--- src/rtl/elastic_pipeline_pkg.sv ---
// Shared constants for elastic pipeline lanes.
// Default lane geometry matches the CPU datapath (32-bit payload, five stages).

package elastic_pipeline_pkg;

    localparam int unsigned WORD_W      = 32;
    localparam int unsigned PIPE_STAGES = 5;

    // Occupancy counter width: room for every stage plus an optional skid entry.
    function automatic int unsigned occ_width(input int unsigned stages);
        return $clog2(stages + 2);
    endfunction

endpackage

--- src/rtl/elastic_pipeline_if.sv ---
// Valid/ready handshake bundle for one elastic pipeline lane.
// master: producer/consumer side; slave: the pipeline itself.

interface elastic_pipeline_if
    import elastic_pipeline_pkg::*;
#(
    parameter int unsigned WIDTH = WORD_W
) ();

    logic             in_valid;
    logic             in_ready;
    logic [WIDTH-1:0] in_data;
    logic             out_valid;
    logic             out_ready;
    logic [WIDTH-1:0] out_data;

    modport master (
        output in_valid,
        output in_data,
        output out_ready,
        input  in_ready,
        input  out_valid,
        input  out_data
    );

    modport slave (
        input  in_valid,
        input  in_data,
        input  out_ready,
        output in_ready,
        output out_valid,
        output out_data
    );

endinterface

--- src/rtl/elastic_pipeline_pipe_slot.sv ---
// One register stage of the elastic pipeline: valid bit plus payload.
// Flush wins over load; payload only updates when a valid item arrives.

module pipe_slot
    import elastic_pipeline_pkg::*;
#(
    parameter int unsigned WIDTH = WORD_W
) (
    input  logic             clk,
    input  logic             reset_n,
    input  logic             load,
    input  logic             flush,
    input  logic             src_valid,
    input  logic [WIDTH-1:0] src_data,
    output logic             valid,
    output logic [WIDTH-1:0] data
);

    // Stage register: load from upstream when allowed, kill on flush.
    always_ff @(posedge clk) begin
        if (!reset_n) begin
            valid <= 1'b0;
            data  <= '0;
        end else begin
            if (load) begin
                valid <= src_valid;
                if (src_valid) begin
                    data <= src_data;
                end
            end
            if (flush) begin
                valid <= 1'b0;
            end
        end
    end

endmodule

--- src/rtl/elastic_pipeline.sv ---
// Parametrised elastic register chain with valid/ready backpressure,
// per-stage flush and bubble collapsing.
// Optional feature: define ELASTIC_PIPELINE_SKID_EN to add a 1-entry skid
// buffer in front of stage 0, which registers in_ready.

module elastic_pipeline
    import elastic_pipeline_pkg::*;
#(
    parameter int unsigned WIDTH  = WORD_W,
    parameter int unsigned STAGES = PIPE_STAGES
) (
    input  logic                        clk,
    input  logic                        reset_n,
    elastic_pipeline_if.slave           pipe,
    input  logic [STAGES-1:0]           flush,
    output logic [$clog2(STAGES+2)-1:0] occupancy
);

    localparam int unsigned OCC_W = occ_width(STAGES);

    logic [STAGES-1:0] valid_q;
    logic [WIDTH-1:0]  data_q [STAGES];
    logic [STAGES-1:0] ready;
    logic              src_valid;
    logic [WIDTH-1:0]  src_data;
    logic              skid_occ;

    // Ready chain from the exit backwards; a stage can move if it is empty or
    // everything downstream of it can move. Uses pre-flush valid bits only.
    always_comb begin
        logic r;
        r     = pipe.out_ready;
        ready = '0;
        for (int i = int'(STAGES) - 1; i >= 0; i--) begin
            r        = r | ~valid_q[i];
            ready[i] = r;
        end
    end

`ifdef ELASTIC_PIPELINE_SKID_EN
    logic             skid_valid_q;
    logic [WIDTH-1:0] skid_data_q;
    logic             accept;

    // in_ready depends only on the skid register, cutting the out_ready path.
    assign pipe.in_ready = ~skid_valid_q;
    assign accept        = pipe.in_valid & ~skid_valid_q;
    // A parked item always goes to stage 0 before any newer input.
    assign src_valid     = skid_valid_q | pipe.in_valid;
    assign src_data      = skid_valid_q ? skid_data_q : pipe.in_data;
    assign skid_occ      = skid_valid_q;

    // Skid entry: park an accepted item stage 0 cannot take, drain when it can.
    always_ff @(posedge clk) begin
        if (!reset_n) begin
            skid_valid_q <= 1'b0;
            skid_data_q  <= '0;
        end else if (flush[0]) begin
            skid_valid_q <= 1'b0;
        end else if (skid_valid_q) begin
            if (ready[0]) begin
                skid_valid_q <= 1'b0;
            end
        end else if (accept && !ready[0]) begin
            skid_valid_q <= 1'b1;
            skid_data_q  <= pipe.in_data;
        end
    end
`else
    assign pipe.in_ready = ready[0];
    assign src_valid     = pipe.in_valid;
    assign src_data      = pipe.in_data;
    assign skid_occ      = 1'b0;
`endif

    for (genvar i = 0; i < int'(STAGES); i++) begin : g_stage
        logic             slot_src_valid;
        logic [WIDTH-1:0] slot_src_data;

        if (i == 0) begin : g_head
            assign slot_src_valid = src_valid;
            assign slot_src_data  = src_data;
        end else begin : g_body
            assign slot_src_valid = valid_q[i-1];
            assign slot_src_data  = data_q[i-1];
        end

        pipe_slot #(
            .WIDTH (WIDTH)
        ) u_slot (
            .clk       (clk),
            .reset_n   (reset_n),
            .load      (ready[i]),
            .flush     (flush[i]),
            .src_valid (slot_src_valid),
            .src_data  (slot_src_data),
            .valid     (valid_q[i]),
            .data      (data_q[i])
        );
    end

    assign pipe.out_valid = valid_q[STAGES-1];
    assign pipe.out_data  = data_q[STAGES-1];

    // Occupancy: popcount of registered valid bits plus the skid entry.
    always_comb begin
        occupancy = OCC_W'(skid_occ);
        for (int i = 0; i < int'(STAGES); i++) begin
            occupancy = occupancy + OCC_W'(valid_q[i]);
        end
    end

    // A stalled exit item must stay put unless it is flushed.
    exit_hold_a : assert property (@(posedge clk) disable iff (!reset_n)
        (valid_q[STAGES-1] && !pipe.out_ready && !flush[STAGES-1])
        |=> (valid_q[STAGES-1] && $stable(data_q[STAGES-1])));

    // Occupancy never exceeds the stages plus one skid entry.
    occ_bound_a : assert property (@(posedge clk) disable iff (!reset_n)
        (int'(occupancy) <= int'(STAGES) + 1));

endmodule
--- src/flat_wrapper.sv ---
// flat-port wrapper written by rule: the top's interface ports become plain ports
module elastic_pipeline_flat import elastic_pipeline_pkg::*;
#(
    parameter int unsigned WIDTH  = WORD_W,
    parameter int unsigned STAGES = PIPE_STAGES
)
  (clk, reset_n, flush, occupancy, pipe_in_valid, pipe_in_data, pipe_out_ready, pipe_in_ready, pipe_out_valid, pipe_out_data);
  elastic_pipeline_if #(.WIDTH(WIDTH)) pipe_i ();
  input  logic clk;
  input  logic reset_n;
  input  logic [STAGES-1:0] flush;
  output logic [$clog2(STAGES+2)-1:0] occupancy;
  input wire logic [$bits(pipe_i.in_valid)-1:0] pipe_in_valid;
  input wire logic [$bits(pipe_i.in_data)-1:0] pipe_in_data;
  input wire logic [$bits(pipe_i.out_ready)-1:0] pipe_out_ready;
  output wire logic [$bits(pipe_i.in_ready)-1:0] pipe_in_ready;
  output wire logic [$bits(pipe_i.out_valid)-1:0] pipe_out_valid;
  output wire logic [$bits(pipe_i.out_data)-1:0] pipe_out_data;
  assign pipe_i.in_valid = pipe_in_valid;
  assign pipe_i.in_data = pipe_in_data;
  assign pipe_i.out_ready = pipe_out_ready;
  assign pipe_in_ready = pipe_i.in_ready;
  assign pipe_out_valid = pipe_i.out_valid;
  assign pipe_out_data = pipe_i.out_data;
  elastic_pipeline #(.WIDTH(WIDTH), .STAGES(STAGES)) u_core (.clk(clk), .reset_n(reset_n), .pipe(pipe_i), .flush(flush), .occupancy(occupancy));
endmodule
--- config.mk ---
export PLATFORM = sky130hd
export DESIGN_NAME = elastic_pipeline_flat
export DESIGN_NICKNAME = d
export VERILOG_FILES = /design/src/rtl/elastic_pipeline_pkg.sv /design/src/rtl/elastic_pipeline_if.sv /design/src/rtl/elastic_pipeline_pipe_slot.sv /design/src/rtl/elastic_pipeline.sv /design/src/flat_wrapper.sv
export SDC_FILE = /design/constraint.sdc
export NUM_CORES = 1
export LEC_CHECK = 0
export CAP_MARGIN = 5
export CELL_PAD_IN_SITES_DETAIL_PLACEMENT = 0
export CELL_PAD_IN_SITES_GLOBAL_PLACEMENT = 1
export CORE_MARGIN = 5
export CORE_UTILIZATION = 45
export CTS_BUF_LIST = sky130_fd_sc_hd__clkbuf_8
export DETAILED_ROUTE_END_ITERATION = 7
export PLACE_DENSITY_LB_ADDON = 0.08
export SKIP_LAST_GASP = 1
export SYNTH_ARGS = -nofsm -noshare
export SYNTH_HDL_FRONTEND = slang
export SYNTH_HIERARCHICAL = 1
export SYNTH_SLANG_ARGS = --single-unit
--- constraint.sdc ---
create_clock -name clk -period 2 [get_ports clk]
set_clock_uncertainty 0.05 [all_clocks]
set_input_delay 0.2 -clock clk [delete_from_list [all_inputs] [get_ports clk]]
set_output_delay 0.2 -clock clk [all_outputs]
set_load 0.05 [all_outputs]
# Yosys cells after proc, flatten, opt, wreduce, memory -nomap -nowiden
# Cells that the tools add are included.
totals:
  register_bits: 165
  output_inout_bits: 37
classes:
  addsub: 4
  n_bitwise: 11
  n_reduce_logical: 10
ops:
  columns: ["cell", "count"]
  rows:
  - ["$reduce_and 2->1", 5]
  - ["$reduce_or 2->1", 5]
  - ["$add 3x1->3", 3]
  - ["$not 1->1", 6]
  - ["$or 1x1->1", 5]
  - ["$add 1x1->2", 1]

# Longest topological paths before layout
# Gate-level depths: netlist of the first run.
logic_depth:
  depth_word: 7
  mapped_depth: 6
  depth_no_buf: 4

# By module
# Netlist of the first run, hierarchy kept.
modules_own_cells:
  columns: ["module", "instances", "cells_per_inst", "area_per_inst_um2", "seq_area_each_um2"]
  rows:
  - ["pipe_slot", 5, 150, 1376.3, 660.6]
  - ["elastic_pipeline", 1, 10, 97.6, 0.0]

# Worst setup path after synthesis of the first run
# No wires, ideal clock.
synth_timing:
  path_kind: "register to output"
  from: "register u_core.g_stage[4].u_slot.valid"
  to: "output occupancy[1]"
  t_arrival_ps: 2096
  t_required_ps: 1750
  setup_slack_ps: -346
  stages_incl_launch_ff: 4
  path_buffers: 0
  path_cell_list: "dfxtp_1 fa_1 fa_1 ha_1"
synth_via:
  elab_chain_cells: 1
synth_rtl:
  columns: ["item", "line_no", "rtl"]
  rows:
  - ["start, declared", "elastic_pipeline_pipe_slot.sv:15", "output logic valid,"]
  - ["start signal, assigned", "elastic_pipeline_pipe_slot.sv:26", "valid <= src_valid;"]
  - ["$add 3x1->3", "elastic_pipeline.sv:109", "occupancy = occupancy + OCC_W'(valid_q[i]);"]
  - ["end, declared", "flat_wrapper.sv:12", "output logic [$clog2(STAGES+2)-1:0] occupancy;"]
# Every way passes these cells.

# Worst setup path after layout of the first run
# Same ends and word-level chain as after synthesis.

==> results.toml, run 1 <==
[power]
fin_total_pwr_mw = 5.85
ir_worst_vdd_v = 0.000460
cellLeakagePower_nw = 2.82
power_density_nw_per_um2 = 726

[synth]
yosysMostFrequentCell = "dfxtp_1"
ys_warn_count = 6
ys_ff_latch = 165
async_flop_share_pct = 0
synth_area_leaders = "dfxtp_1 (47%), o21ai_2 (15%), nand4_1 (14%), nand2_1 (8.7%), buf_2 (3.9%)"
syn_avg_cell_area_um2 = 9.18
synth_edf_count = 0
yosys.area.top_type = "dfxtp_1"
ys.flop_type = "dfxtp_1"
synth_top_area_share_pct = 47.3
ys_seq_area_share_pct = 47.3
synth_cells = 760
synthDistinctLibCells = 19
synth_nets = 804
ys_top_cells_by_count = "dfxtp_1 (165), nand2_1 (162), nand4_1 (161)"
syn_area_um2 = 6980

[grt]
grt_pass1_vias = 4952
grt_overflow = 0
antenna_found_initial = 0
gr-usage-all-layers_pct = 16.4
grt_pass1_wl_um = 24700
grt_max_degree = 74

[placement]
io_buffer_count = 77
pre_cts_ws_ns = 0.129
gp_congestion = 0.752
hpwl_um = 9720

[floorplanning]
core_area_um2 = 15200
fp.dieArea_um2 = 18100
start_util_pct = 45.9
boundaryPins = 78
die_h_um = 135
fp.dieW_um = 135
num_rows = 45

[route]
vias_per_cell = 5.23
routedWlPerCell_um = 14.3
drc = 0
num_vias = 5199
ant_nets = 0
initialDrtViolationCount = 297
dr.pass1.iters = 4
drt_wl_total_um = 14200

[sta]
drv_slew = 0
fmax_mhz = 430
period_needed_ns = 2.32
worst_slew_pin_slew_ns = 0.502
hold_viol = 0
layout_setup_ws_ns = -0.324
setup_viol = 4
slew_headroom_pct = 66.4
rsz0062_at_grt = "yes"
finalCritPeriodShare_pct = 116

[worst_setup_path]
cp-end-kind = "primary output"
reg2reg_slack_ns = 0.22
r2r_start = "u_core/g_stage[2].u_slot/valid$_SDFFE_PP0P_"
cp_max_fo = 2
required_ns = 1.75
worstReg2RegEnd = "u_core/g_stage[0].u_slot/valid$_SDFFE_PP0P_"
r2r_cells = 6
cpPeakStageDelay_ns = 0.49
crit_path_top_delay_cell = "fa_1"
critPathBufInv = 1
path_class = "reg -> out"
start_kind = "flip-flop"
worstPathArrival_ns = 2.07
cp_cell_sequence = "fa_1, fa_2, ha_4, buf_12"
critical_path.top_delay_family = "adder cells"

[clocking]
cts_buffer_depth = 2
cts_tree = "built"
htree_levels = 4
cts_buffers = 17
clk_latency_ns = 0.44
cts_root_buf = "clkbuf_8"
clock-sinks = 165
postCtsHoldBufs = 0
clk_pin_slew_ns = 0.08

[hold_path]
min_path_cells = 2
hold_class = "in -> reg"
hold_end = "u_core/g_stage[1].u_slot/valid$_SDFFE_PP0P_"
worstHoldStart = "flush[1]"

[flow_run]
cap_viol_max_count = 0

[finish]
fillCellCount = 1443
areaGrowthSynthToFinish_pct = 15.5
layout.nets = 837
antenna_cells = 0
drive_gt1_share_pct = 23.1

[outcome]
violations = "negative setup slack"
outcome = "finished with violations"
==> repair_timing <==
action,CTS,global route
cloned,0,0
hold endpoints to repair,0,0
gates resized for setup,3,1
buffers inserted,1,0
endpoints found under the setup margin,5,4
==> power breakdown <==
| group | internal [mW] | switching [mW] |
|---|---|---|
| Clock | 1.04 | 1.10 |
| Sequential | 3.33 | 0.0284 |
| Combinational | 0.145 | 0.200 |
| Total | 4.52 | 1.33 |
==> kinds of logic after synthesis <==
logic type,share of synthesized area [%]
AOI/OAI and AO/OA,17.9
adders and majority gates,0.753
buffers and inverters,8.57
DFF,47.3
muxes,0.717
and+or+nand+nor,24.7
==> how the worst max path moves through the flow <==
stage | endpoint | slack, ns | start | cells past startpoint
4_1_cts | occupancy[1] | -0.36 | u_core/g_stage[4].u_slot/valid$_SDFFE_PP0P_ | 4
5_1_grt | occupancy[1] | -0.39 | u_core/g_stage[4].u_slot/valid$_SDFFE_PP0P_ | 4
3_5_place_dp | occupancy[1] | 0.13 | u_core/g_stage[4].u_slot/valid$_SDFFE_PP0P_ | 4
3_3_place_gp | occupancy[1] | 0.15 | u_core/g_stage[4].u_slot/valid$_SDFFE_PP0P_ | 4
2_1_floorplan | occupancy[1] | 0.07 | u_core/g_stage[4].u_slot/valid$_SDFFE_PP0P_ | 3
6_report | occupancy[1] | -0.32 | u_core/g_stage[4].u_slot/valid$_SDFFE_PP0P_ | 4
==> per-layer routing <==
layer / share of wire [%] / vias to the layer above / track usage [%]
li1: - / 2804 / -
met5: 0 / - / 0
met4: 1.0 / 0 / 5.15
met2: 39 / 89 / 22.0
met3: 4.5 / 11 / 4.14
met1: 55 / 2295 / 25.3
==> registers in the layout, indices dropped and copies added, names as in the netlist <==
signal and flops:
u_core/g_stage.u_slot/valid 5, u_core/g_stage.u_slot/data 160
==> cells in the final DEF (no fill, tap or decap), types with 8 or more instances in the layout <==
cell type and instances:
dfxtp_1 163, nand2_1 162, nand4_1 161, o21ai_2 120
clkdlybuf4s50_1 71, o21ai_1 30, clkbuf_8 21, buf_4 21
o21ai_0 10, inv_1 9, buf_12 8
==> layout make-up <==
class	count	area (µm²)	area share, %
Clock inverter	12	75.1	0.931
Timing Repair Buffer	104	1070	13.3
Sequential cell	165	3310	41.0
Tap cell	188	235	2.92
Multi-Input combinational cell	504	3090	38.4
Clock buffer	20	275	3.41
Inverter	1	3.75	0.0466
==> per-stage QoR <==
step                      utilization (%)  std cells  area (µm²)  hold WS (ns)  TNS [ns]
after floorplan                         -        760        7000         0.219         0
after global placement               50.6        961        7700         0.387         0
after detailed placement             50.6        961        7700         0.393         0
after CTS                            53.0        994        8060         0.217     -1.09
after global routing                 53.0        994        8060         0.224     -1.28
final                                53.0        994        8060         0.249    -0.952
No activity file was read; power rests on OpenSTA's default activity.
==> inputs of run 2 (changes only) <==
GPL_ROUTABILITY_DRIVEN = 0   (was not set)
==> results of run 2 <==
Same layout as run 1: the final DEF is identical, and so are final timing and power.
